**src/rtl/adbg_burst_pkg.sv**
```systemverilog
// Shared types and constants for the debug-unit Wishbone burst controller.
// The optional CRC datapath is enabled by defining ADBG_BURST_CRC_EN.
package adbg_burst_pkg;

  typedef enum logic [2:0] {
    IDLE  = 3'd0,
    FETCH = 3'd1,
    ISSUE = 3'd2,
    WAIT  = 3'd3,
    PUSH  = 3'd4,
    DONE  = 3'd5
  } state_e;

  localparam logic [3:0] WS_BYTE = 4'd1;
  localparam logic [3:0] WS_HALF = 4'd2;
  localparam logic [3:0] WS_WORD = 4'd4;

  localparam logic [31:0] CRC_POLY = 32'hEDB88320;
  localparam logic [31:0] CRC_INIT = 32'hFFFFFFFF;

  // Any size code other than byte/half advances the address by a full word.
  function automatic logic [2:0] addr_step(input logic [3:0] ws);
    case (ws)
      WS_BYTE: addr_step = 3'd1;
      WS_HALF: addr_step = 3'd2;
      default: addr_step = 3'd4;
    endcase
  endfunction

endpackage

```
**src/rtl/adbg_crc32.sv**
```systemverilog
// Single-cycle reflected CRC-32 update over one DATA_WIDTH-bit word, LSB first.
// Only instantiated when ADBG_BURST_CRC_EN is defined.
module adbg_crc32
  import adbg_burst_pkg::*;
#(
  parameter int DATA_WIDTH = 32
) (
  input  logic [31:0]           crc_i,
  input  logic [DATA_WIDTH-1:0] data_i,
  output logic [31:0]           crc_o
);

  logic [31:0] c;

  always_comb begin
    c = crc_i;
    for (int i = 0; i < DATA_WIDTH; i++) begin
      c = (c >> 1) ^ (((c[0] ^ data_i[i]) == 1'b1) ? CRC_POLY : 32'h0);
    end
    crc_o = c;
  end

endmodule

```
**src/rtl/adbg_wb_burst_ctrl.sv**
```systemverilog
// Burst sequencer between the debug command stream and the bus interface unit.
// Define ADBG_BURST_CRC_EN to compute a running CRC-32 over the burst data.
module adbg_wb_burst_ctrl
  import adbg_burst_pkg::*;
#(
  parameter int ADDR_WIDTH = 32,
  parameter int DATA_WIDTH = 32
) (
  input  logic                  biu_clk,
  input  logic                  biu_rst_n,
  input  logic                  cmd_valid,
  output logic                  cmd_ready,
  input  logic                  cmd_rw,
  input  logic [ADDR_WIDTH-1:0] cmd_addr,
  input  logic [3:0]            cmd_word_size,
  input  logic [15:0]           cmd_count,
  input  logic                  abort,
  input  logic [DATA_WIDTH-1:0] wr_data,
  input  logic                  wr_valid,
  output logic                  wr_ready,
  output logic [DATA_WIDTH-1:0] rd_data,
  output logic                  rd_valid,
  input  logic                  rd_ready,
  output logic                  done,
  output logic                  err_flag,
  output logic [ADDR_WIDTH-1:0] err_addr,
  output logic [31:0]           crc_o,
  output logic                  biu_strb,
  output logic                  biu_rw,
  output logic [ADDR_WIDTH-1:0] biu_addr,
  output logic [DATA_WIDTH-1:0] biu_di,
  output logic [3:0]            biu_word_size,
  input  logic                  biu_rdy,
  input  logic [DATA_WIDTH-1:0] biu_do,
  input  logic                  biu_err
);

  state_e                state_q, state_d;
  logic                  rw_q, rw_d;
  logic [ADDR_WIDTH-1:0] addr_q, addr_d;
  logic [3:0]            size_q, size_d;
  logic [15:0]           count_q, count_d;
  logic [DATA_WIDTH-1:0] di_q, di_d;
  logic [DATA_WIDTH-1:0] rd_data_q, rd_data_d;
  logic                  err_flag_q, err_flag_d;
  logic [ADDR_WIDTH-1:0] err_addr_q, err_addr_d;
  logic                  abort_pend_q, abort_pend_d;
  logic [ADDR_WIDTH-1:0] addr_next;

  assign addr_next = addr_q + ADDR_WIDTH'(addr_step(size_q));

  always_comb begin
    state_d      = state_q;
    rw_d         = rw_q;
    addr_d       = addr_q;
    size_d       = size_q;
    count_d      = count_q;
    di_d         = di_q;
    rd_data_d    = rd_data_q;
    err_flag_d   = err_flag_q;
    err_addr_d   = err_addr_q;
    abort_pend_d = abort_pend_q;
    cmd_ready    = 1'b0;
    wr_ready     = 1'b0;
    biu_strb     = 1'b0;
    rd_valid     = 1'b0;
    done         = 1'b0;

    case (state_q)
      IDLE: begin
        cmd_ready = 1'b1;
        if (cmd_valid) begin
          rw_d         = cmd_rw;
          addr_d       = cmd_addr;
          size_d       = cmd_word_size;
          count_d      = cmd_count;
          err_flag_d   = 1'b0;
          err_addr_d   = '0;
          abort_pend_d = 1'b0;
          if (cmd_count == 16'd0) state_d = DONE;
          else                    state_d = cmd_rw ? ISSUE : FETCH;
        end
      end
      FETCH: begin
        // Abort wins over a same-cycle data word so nothing is consumed.
        if (abort) begin
          state_d = DONE;
        end else begin
          wr_ready = 1'b1;
          if (wr_valid) begin
            di_d    = wr_data;
            state_d = ISSUE;
          end
        end
      end
      ISSUE: begin
        biu_strb = 1'b1;
        if (biu_rdy) begin
          abort_pend_d = abort;
          state_d      = WAIT;
        end else if (abort) begin
          state_d = DONE;
        end
      end
      WAIT: begin
        if (abort) abort_pend_d = 1'b1;
        if (biu_rdy) begin
          addr_d  = addr_next;
          count_d = count_q - 16'd1;
          if (biu_err) begin
            err_flag_d = 1'b1;
            if (!err_flag_q) err_addr_d = addr_q;
          end
          if (abort || abort_pend_q) begin
            if (rw_q) rd_data_d = biu_do;
            state_d = DONE;
          end else if (rw_q) begin
            rd_data_d = biu_do;
            state_d   = PUSH;
          end else begin
            state_d = (count_q == 16'd1) ? DONE : FETCH;
          end
        end
      end
      PUSH: begin
        // The count was already decremented when this word completed.
        rd_valid = 1'b1;
        if (rd_ready) state_d = (abort || count_q == 16'd0) ? DONE : ISSUE;
        else if (abort) state_d = DONE;
      end
      DONE: begin
        done    = 1'b1;
        state_d = IDLE;
      end
      default: state_d = IDLE;
    endcase
  end

  always_ff @(posedge biu_clk) begin
    if (!biu_rst_n) begin
      state_q      <= IDLE;
      rw_q         <= 1'b0;
      addr_q       <= '0;
      size_q       <= 4'd0;
      count_q      <= 16'd0;
      di_q         <= '0;
      rd_data_q    <= '0;
      err_flag_q   <= 1'b0;
      err_addr_q   <= '0;
      abort_pend_q <= 1'b0;
    end else begin
      state_q      <= state_d;
      rw_q         <= rw_d;
      addr_q       <= addr_d;
      size_q       <= size_d;
      count_q      <= count_d;
      di_q         <= di_d;
      rd_data_q    <= rd_data_d;
      err_flag_q   <= err_flag_d;
      err_addr_q   <= err_addr_d;
      abort_pend_q <= abort_pend_d;
    end
  end

  assign biu_rw        = rw_q;
  assign biu_addr      = addr_q;
  assign biu_di        = di_q;
  assign biu_word_size = size_q;
  assign rd_data       = rd_data_q;
  assign err_flag      = err_flag_q;
  assign err_addr      = err_addr_q;

`ifdef ADBG_BURST_CRC_EN
  logic [31:0]           crc_q, crc_d, crc_next;
  logic [DATA_WIDTH-1:0] crc_data;

  // A word counts once: on write-stream acceptance or read-stream delivery.
  assign crc_data = (state_q == FETCH) ? wr_data : rd_data_q;

  adbg_crc32 #(.DATA_WIDTH(DATA_WIDTH)) u_crc (
    .crc_i  (crc_q),
    .data_i (crc_data),
    .crc_o  (crc_next)
  );

  always_comb begin
    crc_d = crc_q;
    if (state_q == IDLE && cmd_valid)                    crc_d = CRC_INIT;
    else if (state_q == FETCH && wr_ready && wr_valid)   crc_d = crc_next;
    else if (state_q == PUSH && rd_ready)                crc_d = crc_next;
  end

  always_ff @(posedge biu_clk) begin
    if (!biu_rst_n) crc_q <= CRC_INIT;
    else            crc_q <= crc_d;
  end

  assign crc_o = crc_q;
`else
  assign crc_o = CRC_INIT;
`endif

endmodule

```
**config.mk**
```make
export PLATFORM = sky130hd
export DESIGN_NAME = adbg_wb_burst_ctrl
export DESIGN_NICKNAME = d
export VERILOG_FILES = /design/src/rtl/adbg_burst_pkg.sv /design/src/rtl/adbg_crc32.sv /design/src/rtl/adbg_wb_burst_ctrl.sv
export SDC_FILE = /design/constraint.sdc
export NUM_CORES = 1
export LEC_CHECK = 0
export ABC_AREA = 1
export ABC_CLOCK_PERIOD_IN_PS = 5100
export CAP_MARGIN = 0
export CORE_MARGIN = 5
export CORE_UTILIZATION = 40
export CTS_BUF_LIST = sky130_fd_sc_hd__clkbuf_8
export CTS_CLUSTER_SIZE = 24
export DETAILED_ROUTE_END_ITERATION = 6
export PLACE_DENSITY_LB_ADDON = 0.25
export SLEW_MARGIN = 40
export SYNTH_ARGS = -nofsm -noshare
export SYNTH_HDL_FRONTEND = slang
export SYNTH_HIERARCHICAL = 1
export SYNTH_SLANG_ARGS = --single-unit
```
**constraint.sdc**
```tcl
create_clock -name biu_clk -period 5.1 [get_ports biu_clk]
set_clock_uncertainty 0.05 [all_clocks]
set_input_delay 1.53 -clock biu_clk [delete_from_list [all_inputs] [get_ports biu_clk]]
set_output_delay 1.53 -clock biu_clk [all_outputs]
set_load 0.02 [all_outputs]
```
## Yosys cells after proc, flatten, opt, wreduce, memory -nomap -nowiden

Index checks and enable logic that the tools add are counted.

- Logic and storage cells: 82
- Bits in registers: 154
- Output and inout port bits: 171

- Mux-type cells: 39
- $add $sub $neg: 2
- Bitwise gates (word level): 1
- Reduce and logical (&&, ||, !) cells: 15
- Equal/unequal tests: 15

Operators with widths:

| cell | count |
|---|---|
| 32-bit two-way mux | 6 |
| 32-bit one-hot mux with 2 select lines | 2 |
| 3-bit two-way mux | 12 |
| 32-bit by 3-bit adder with 32-bit output | 1 |
| 16-bit logical NOT | 2 |
| 16-bit two-way mux | 2 |
| 16-bit one-hot mux with 2 select lines | 1 |
| 16-bit by 1-bit == test with 1-bit output (second input constant) | 1 |
| 16-bit by 1-bit subtractor with 16-bit output (second input constant) | 1 |
| 3-bit one-hot mux with 5 select lines | 1 |
| 2-bit != test (second input constant) | 6 |
| 3-bit AND reduction | 4 |
| 1-bit two-way mux | 11 |
| 4-bit AND reduction | 2 |
| 3-bit by 2-bit == test with 1-bit output (second input constant) | 2 |
| 3-bit == test (second input constant) | 2 |
| 3-bit one-hot mux with 2 select lines | 1 |
| 5-bit AND reduction | 1 |
| 4-bit by 1-bit == test with 1-bit output (second input constant) | 1 |
| 4-bit by 2-bit == test with 1-bit output (second input constant) | 1 |
| 3-bit by 1-bit == test with 1-bit output (second input constant) | 1 |
| 3-bit logical NOT | 1 |
| 3-bit != test (second input constant) | 1 |
| 1-bit one-hot mux with 3 select lines | 1 |
| 7 further kinds | 8 |

## Logic depth before layout (Yosys ltp)

Gate-level depths: netlist (run 1).

- Depth in word-level cells: 6
- Mapped depth: 15
- Gate-level depth less buffers: 15

## Worst setup path before layout (run 1)

No wires, ideal clock.

- Kind: input -> output
- Start: input port abort
- End: output port wr_ready
- Setup slack: 1.545 ns
- Data required time: 3.520 ns
- Stages: 2
- Arrival time: 1.975 ns
- Cells stage by stage: clkbuf_1 -> nor2_2

- Longest elaborated chain between the ends: 2

RTL lines:

| what | line | source |
|---|---|---|
| from (decl) | adbg_wb_burst_ctrl.sv:17 | `input logic abort,` |
| 1-bit two-way mux | adbg_wb_burst_ctrl.sv:86 | `if (abort) begin` |
| 1-bit two-way mux | adbg_wb_burst_ctrl.sv:69 | `case (state_q)` |
| to (decl) | adbg_wb_burst_ctrl.sv:20 | `output logic wr_ready,` |

Every way passes these cells.

## Worst setup path after layout (run 1)

Same ends and word-level chain as after synthesis.

==> results of run 1 <==
==> per-stage QoR <==
step | hold WS [ns] | instances | worst slack, ns | power, mW
floorplan | 0.3856 | 1203 | 1.545 | 3.298
global placement | 0.3995 | 1647 | 0.6236 | 4.092
detailed placement | 0.4084 | 1647 | 0.6095 | 4.116
CTS | 0.4211 | 1678 | 0.5954 | 5.036
global route | 0.4427 | 1680 | 0.5037 | 5.384
finish | 0.4180 | 1680 | 0.5788 | 5.025
==> metal layers <==
layer	track usage [%]	up-vias	wire, um
met5	0	-	0
met4	8.005	0	645
met3	5.088	36	2003
met2	36.25	294	12030
met1	27.31	3700	10700
li1	-	4200	-
==> cell type report <==
class / count / area share [%]
Antenna cell: 1 / 0.02314
Clock buffer: 18 / 2.291
Clock inverter: 13 / 1.238
Inverter: 82 / 2.893
Multi-Input combinational cell: 875 / 36.94
Sequential cell: 154 / 28.51
Tap cell: 265 / 3.066
Timing Repair Buffer: 272 / 25.04
==> tightest hold or removal path, stage by stage, from the launching register on <==
cell	delay [ns]
dfxtp_1	0.32
nand2_1	0.06
a21oi_1	0.05
==> logic make-up (layout without fill, tap and decap cells) <==
group                      Yosys count  after routing
buffers and inverters              174            385
other                                1             33
and+or+nand+nor                    587            587
AOI/OAI and AO/OA                  247            247
DFF                                154            154
adders and majority gates            6              6
xor gates and xnor gates             3              3
==> where the power goes <==
group	switching, mW	internal (mW)
Clock	0.511	0.408
Sequential	0.286	1.49
Combinational	1.43	0.899
Total	2.23	2.79
==> state kept, by name (all words and copies together) (netlist names) <==
register,flops
count_q,16
err_addr,32
biu_rw,1
err_flag,1
biu_di,32
abort_pend_q,1
rd_data,32
state_q,3
biu_word_size,4
biu_addr,32
==> final timing paths <==
path                                to  slack, ns  depth (start not counted)                     startpoint
max                           wr_ready       0.58                          3                          abort
min          abort_pend_q$_SDFFE_PN0P_       0.42                          2      abort_pend_q$_SDFFE_PN0P_
max reg2reg  biu_addr[28]$_SDFFE_PN0P_       2.37                         14  biu_word_size[2]$_SDFFE_PN0P_
min reg2reg  abort_pend_q$_SDFFE_PN0P_       0.42                          2      abort_pend_q$_SDFFE_PN0P_
==> cells in the final DEF (no fill, tap or decap), types with 4 or more instances in the layout <==
master           synthesis  routed
a211oi_1                 4       4
a21oi_1                 67      67
a31oi_1                 10      10
buf_4                   39       8
clkbuf_8                 0      18
clkdlybuf4s50_1          0     262
clkinv_4                 0       4
conb_1                   1      32
dfxtp_1                154     154
ha_1                     5       5
inv_1                   74      72
inv_2                    5       6
inv_6                    0       4
nand2_1                185     185
nand2_4                  5       5
nand3_1                 54      54
nand4_1                 20      20
nor2_1                 296     296
nor3_1                  11      11
o21ai_0                142     142
o21ai_1                 12      12
==> impl_metrics.json, run 1 <==
{
  "status": "completed",
  "cts_resized": 0,
  "grt_pass1_vias": 7645,
  "regArea_um2": 3083,
  "holdBufCountCts": 0,
  "placed_area_um2": 10410,
  "hp-class": "flop to flop",
  "die_x_um": 150.1,
  "ant_nets": 0,
  "numCtsBuffers": 17,
  "arrival_ns": 2.94,
  "syn_area_um2": 7848,
  "wire_per_inst_um": 15.11,
  "cpPeakStageDelay_ns": 0.62,
  "synth-compound-area-share_pct": 16.58,
  "design_area_um2": 10810,
  "place_congestion": 0.8684,
  "clkSlewWorstSetupHoldPaths_ns": 0.09,
  "num_rows": 51,
  "drt_first_iter_violations": 594,
  "synth_flop_cell": "dfxtp_1",
  "grt_usage_pct": 21.71,
  "post_cts_buffers": 0,
  "num_vias": 8230,
  "crit_top_cell": "clkdlybuf4s50_1",
  "die-area_um2": 22520,
  "cap_viol_max_count": 0,
  "ys_warn_count": 6,
  "fin_crit_ns": 4.521,
  "ys_ff_latch": 154,
  "initial_utilization_pct": 40.45,
  "fin_crit_sh_pct": 88.65,
  "synth_top_area_cell": "dfxtp_1",
  "worst-path-buf-inv": 2,
  "avgViaCountPerCell": 4.899,
  "drive_gt1_share_pct": 4.950,
  "clkSinkCount": 154,
  "synthMuxAreaShare_pct": 0,
  "max_freq_mhz": 221.2,
  "dp_hpwl_um": 18170,
  "setup_viol": 0,
  "cts_max_level": 4,
  "max-vdd-ir-drop_mv": 0.3712,
  "grt_pass1_wl_um": 39350,
  "cts_tree": "built",
  "die_h_um": 150.1,
  "yosys.area_share.simple_pct": 31.41,
  "ios": 296,
  "yosysUniqueCellTypes": 43,
  "critPathMaxFanout": 10,
  "final-hold-violation-count": 0,
  "cts_root_buf": "clkbuf_8",
  "worstPathRequired_ns": 3.52,
  "clk_path_buf_depth": 2,
  "cellLeakagePower_nw": 4.349,
  "syn_inst": 1172,
  "globalRouteOverflowTotal": 0,
  "yosysMostFrequentCell": "nor2_1",
  "drcViolationCount": 0,
  "synthTopCellsByArea": "dfxtp_1 (39%), nor2_1 (14%), o21ai_0 (9.1%)",
  "syn_to_final_growth_pct": 37.80,
  "clock_latency_ns": 0.45,
  "rsz0062_at_grt": "no",
  "multi_input_comb_area_um2": 3995,
  "synth.top_cell.area_share_pct": 39.29,
  "antenna_found_initial": 1,
  "worst_setup_path_start_kind": "primary input",
  "synth_fa_ha_area_share_pct": 1.052,
  "slowest_stage": "clkdlybuf4s50_1",
  "io_buffers": 263,
  "syn_area_per_cell_um2": 6.696,
  "core_area_um2": 19400,
  "nets": 1533,
  "synth_xor_area_share_pct": 0.3348,
  "synth_edf_count": 0,
  "critPathKind": "primary input to output pin",
  "final_util_pct": 55.75,
  "cp_cell_sequence": "clkdlybuf4s50_1, nor2_2, clkdlybuf4s50_1",
  "tightest_slew_ns": 0.6563,
  "relSlewSlack_pct": 56.09,
  "postRouteWirelength_um": 25380,
  "critPathTopFamily": "buffers and inverters",
  "end_kind": "output pin",
  "dr.pass1.iters": 5,
  "fin_tns_setup_ns": 0,
  "final_max_slew_viol_count": 0,
  "synth_top_family_by_area": "simple AND/OR/NAND/NOR gates",
  "yosysSeqAreaShare_pct": 39.29,
  "fillerInstances": 1929,
  "async_flop_share_pct": 0,
  "synthTopCellsByCount": "nor2_1 (296), nand2_1 (185), dfxtp_1 (154)",
  "grt_max_degree": 67,
  "p_per_area_nw_per_um2": 464.7
}
No activity file was read; power rests on OpenSTA's default activity.
==> run 2: changes to the inputs <==
Settings changed: ABC_AREA 1 to not set.
==> impl_metrics.json, run 2 <==
{
  "arrival_ns": 3.03,
  "avgViaCountPerCell": 5.363,
  "max-vdd-ir-drop_mv": 0.2250,
  "yosysMostFrequentCell": "nand2_1",
  "met3_usage_pct": 5.367,
  "final_max_slew_viol_count": 0,
  "p_per_area_nw_per_um2": 393.9,
  "grt_pass1_wl_um": 38630,
  "synthTopCellsByArea": "dfxtp_1 (41%), nand2_1 (10%), a21oi_1 (9.6%)",
  "multi_input_comb_area_um2": 3960,
  "cap_viol_max_count": 0,
  "holdBufCountCts": 0,
  "cts_tree": "built",
  "fin_crit_sh_pct": 90.32,
  "cp_cell_sequence": "clkdlybuf4s50_1, nor4b_1, buf_4, clkdlybuf4s50_1",
  "cellLeakagePower_nw": 3.768,
  "placed_cells": 1422,
  "clkSlewWorstSetupHoldPaths_ns": 0.09,
  "end_kind": "output pin",
  "synth_flop_cell": "dfxtp_1",
  "hp-class": "flop to flop",
  "synth_fa_ha_area_share_pct": 1.103,
  "regArea_um2": 3083,
  "initial_utilization_pct": 40.31,
  "cts_max_level": 4,
  "drive_gt1_share_pct": 5.651,
  "setup_viol": 0,
  "async_flop_share_pct": 0,
  "holdWs_ns": 0.4061,
  "synth-compound-area-share_pct": 21.97,
  "die-area_um2": 21560,
  "globalRouteOverflowTotal": 0,
  "dp_hpwl_um": 17200,
  "num_rows": 50,
  "tightest_slew_ns": 0.7462,
  "clkSinkCount": 154,
  "critPathMaxFanout": 4,
  "synth_edf_count": 0,
  "synthTopCellsByCount": "nand2_1 (207), dfxtp_1 (154), a21oi_1 (143)",
  "grt_max_degree": 69,
  "p_total_mw": 4.148,
  "final-hold-violation-count": 0,
  "grt-busiest-layer": "met2",
  "grt_pass1_vias": 7173,
  "yosys.area_share.simple_pct": 27.23,
  "synth_top_family_by_area": "simple AND/OR/NAND/NOR gates",
  "synth_top_area_cell": "dfxtp_1",
  "status": "completed",
  "syn_inst": 987,
  "globalRouteMet2Util_pct": 36.83,
  "yosysSeqAreaShare_pct": 41.16,
  "worst-path-buf-inv": 3,
  "syn_to_final_growth_pct": 40.59,
  "syn_area_per_cell_um2": 7.588,
  "cts_root_buf": "clkbuf_8",
  "fillerInstances": 1796,
  "max_freq_mhz": 217.1,
  "worstPathRequired_ns": 3.52,
  "cpPeakStageDelay_ns": 0.64,
  "ios": 296,
  "rsz0062_at_grt": "no",
  "ant_nets": 0,
  "core_area_um2": 18580,
  "final_cell_mix": "clkdlybuf4s50_1 (263), nand2_1 (206), dfxtp_1 (154)",
  "fin_crit_ns": 4.606,
  "grt_use_met1_pct": 27.53,
  "ys_ff_latch": 154,
  "syn_area_um2": 7490,
  "drt_first_iter_violations": 506,
  "antenna_found_initial": 2,
  "synth_xor_area_share_pct": 0.1169,
  "io_buffers": 263,
  "postRouteWirelength_um": 24740,
  "wire_per_inst_um": 16.99,
  "clock_latency_ns": 0.45,
  "grt_usage_pct": 21.90,
  "fin_tns_setup_ns": 0,
  "layout_commonest_cell": "clkdlybuf4s50_1",
  "die_x_um": 146.8,
  "instances_no_fill": 1456,
  "numCtsBuffers": 17,
  "dr.pass1.iters": 6,
  "critPathTopFamily": "buffers and inverters",
  "num_vias": 7808,
  "relSlewSlack_pct": 50.14,
  "clk_path_buf_depth": 2,
  "post_cts_buffers": 0,
  "synth.top_cell.area_share_pct": 41.16,
  "die_h_um": 146.8,
  "slowest_stage": "clkdlybuf4s50_1",
  "nets": 1339,
  "drcViolationCount": 0,
  "worst_setup_path_start_kind": "primary input",
  "cts_resized": 0,
  "ys_warn_count": 6,
  "synthMuxAreaShare_pct": 0.4176,
  "final_util_pct": 56.67,
  "yosysUniqueCellTypes": 74,
  "place_congestion": 0.8558,
  "critPathKind": "primary input to output pin",
  "crit_top_cell": "clkdlybuf4s50_1"
}
## run 2: per-layer routing
layer / share of wire [%] / routed length [um]
met5: 0.077 / 19
met1: 42 / 10310
met4: 2.6 / 637
met2: 49 / 12110
met3: 6.7 / 1669
## run 2: logic make-up (layout without fill, tap and decap cells)
group,after synthesis,count (layout)
other,1,33
buffers and inverters,116,319
muxes,3,3
adders and majority gates,6,6
DFF,154,154
xor gates and xnor gates,1,1
AOI/OAI and AO/OA,272,272
and+or+nand+nor,434,434
## run 2: final cells by class
type	instances	area share, %
multi-input combinational	748	37.61
sequential	154	29.28
timing repair buffer	279	26.33
tap	234	2.780
clock buffer	17	2.222
clock inverter	15	1.450
inverter	8	0.3089
antenna	1	0.02376
## run 2: path summary, 6_finish.rpt
kind / startpoint / end / slack, ns / cells past startpoint
setup / recovery: abort / wr_ready / 0.49 / 4
hold / removal: rd_data[9]$_SDFFE_PN0P_ / rd_data[9]$_SDFFE_PN0P_ / 0.41 / 2
setup reg to reg: biu_word_size[3]$_SDFFE_PN0P_ / biu_addr[29]$_SDFFE_PN0P_ / 1.90 / 8
hold reg to reg: rd_data[9]$_SDFFE_PN0P_ / rd_data[9]$_SDFFE_PN0P_ / 0.41 / 2
## run 2: metrics by stage
stage	area (um^2)	worst slack, ns
after floorplan	7606	0.8816
after global placement	10120	0.4832
after detailed placement	10130	0.4969
after CTS	10510	0.4880
after global routing	10530	0.3986
final	10530	0.4935
## run 2: power by group
group	internal [mW]	switching (mW)
sequential	1.36	0.243
combinational	0.658	0.949
clock	0.404	0.530
total	2.43	1.72
## run 2: worst register-to-register path, cell delays in order, from the launching register on
cell	delay, ns
dfxtp_1	0.35
nor4b_1	0.57
nor2_1	0.09
ha_1	0.39
nand3_1	0.21
a2111oi_4	0.68
nand2_2	0.23
or3_1	0.41
a31oi_1	0.15
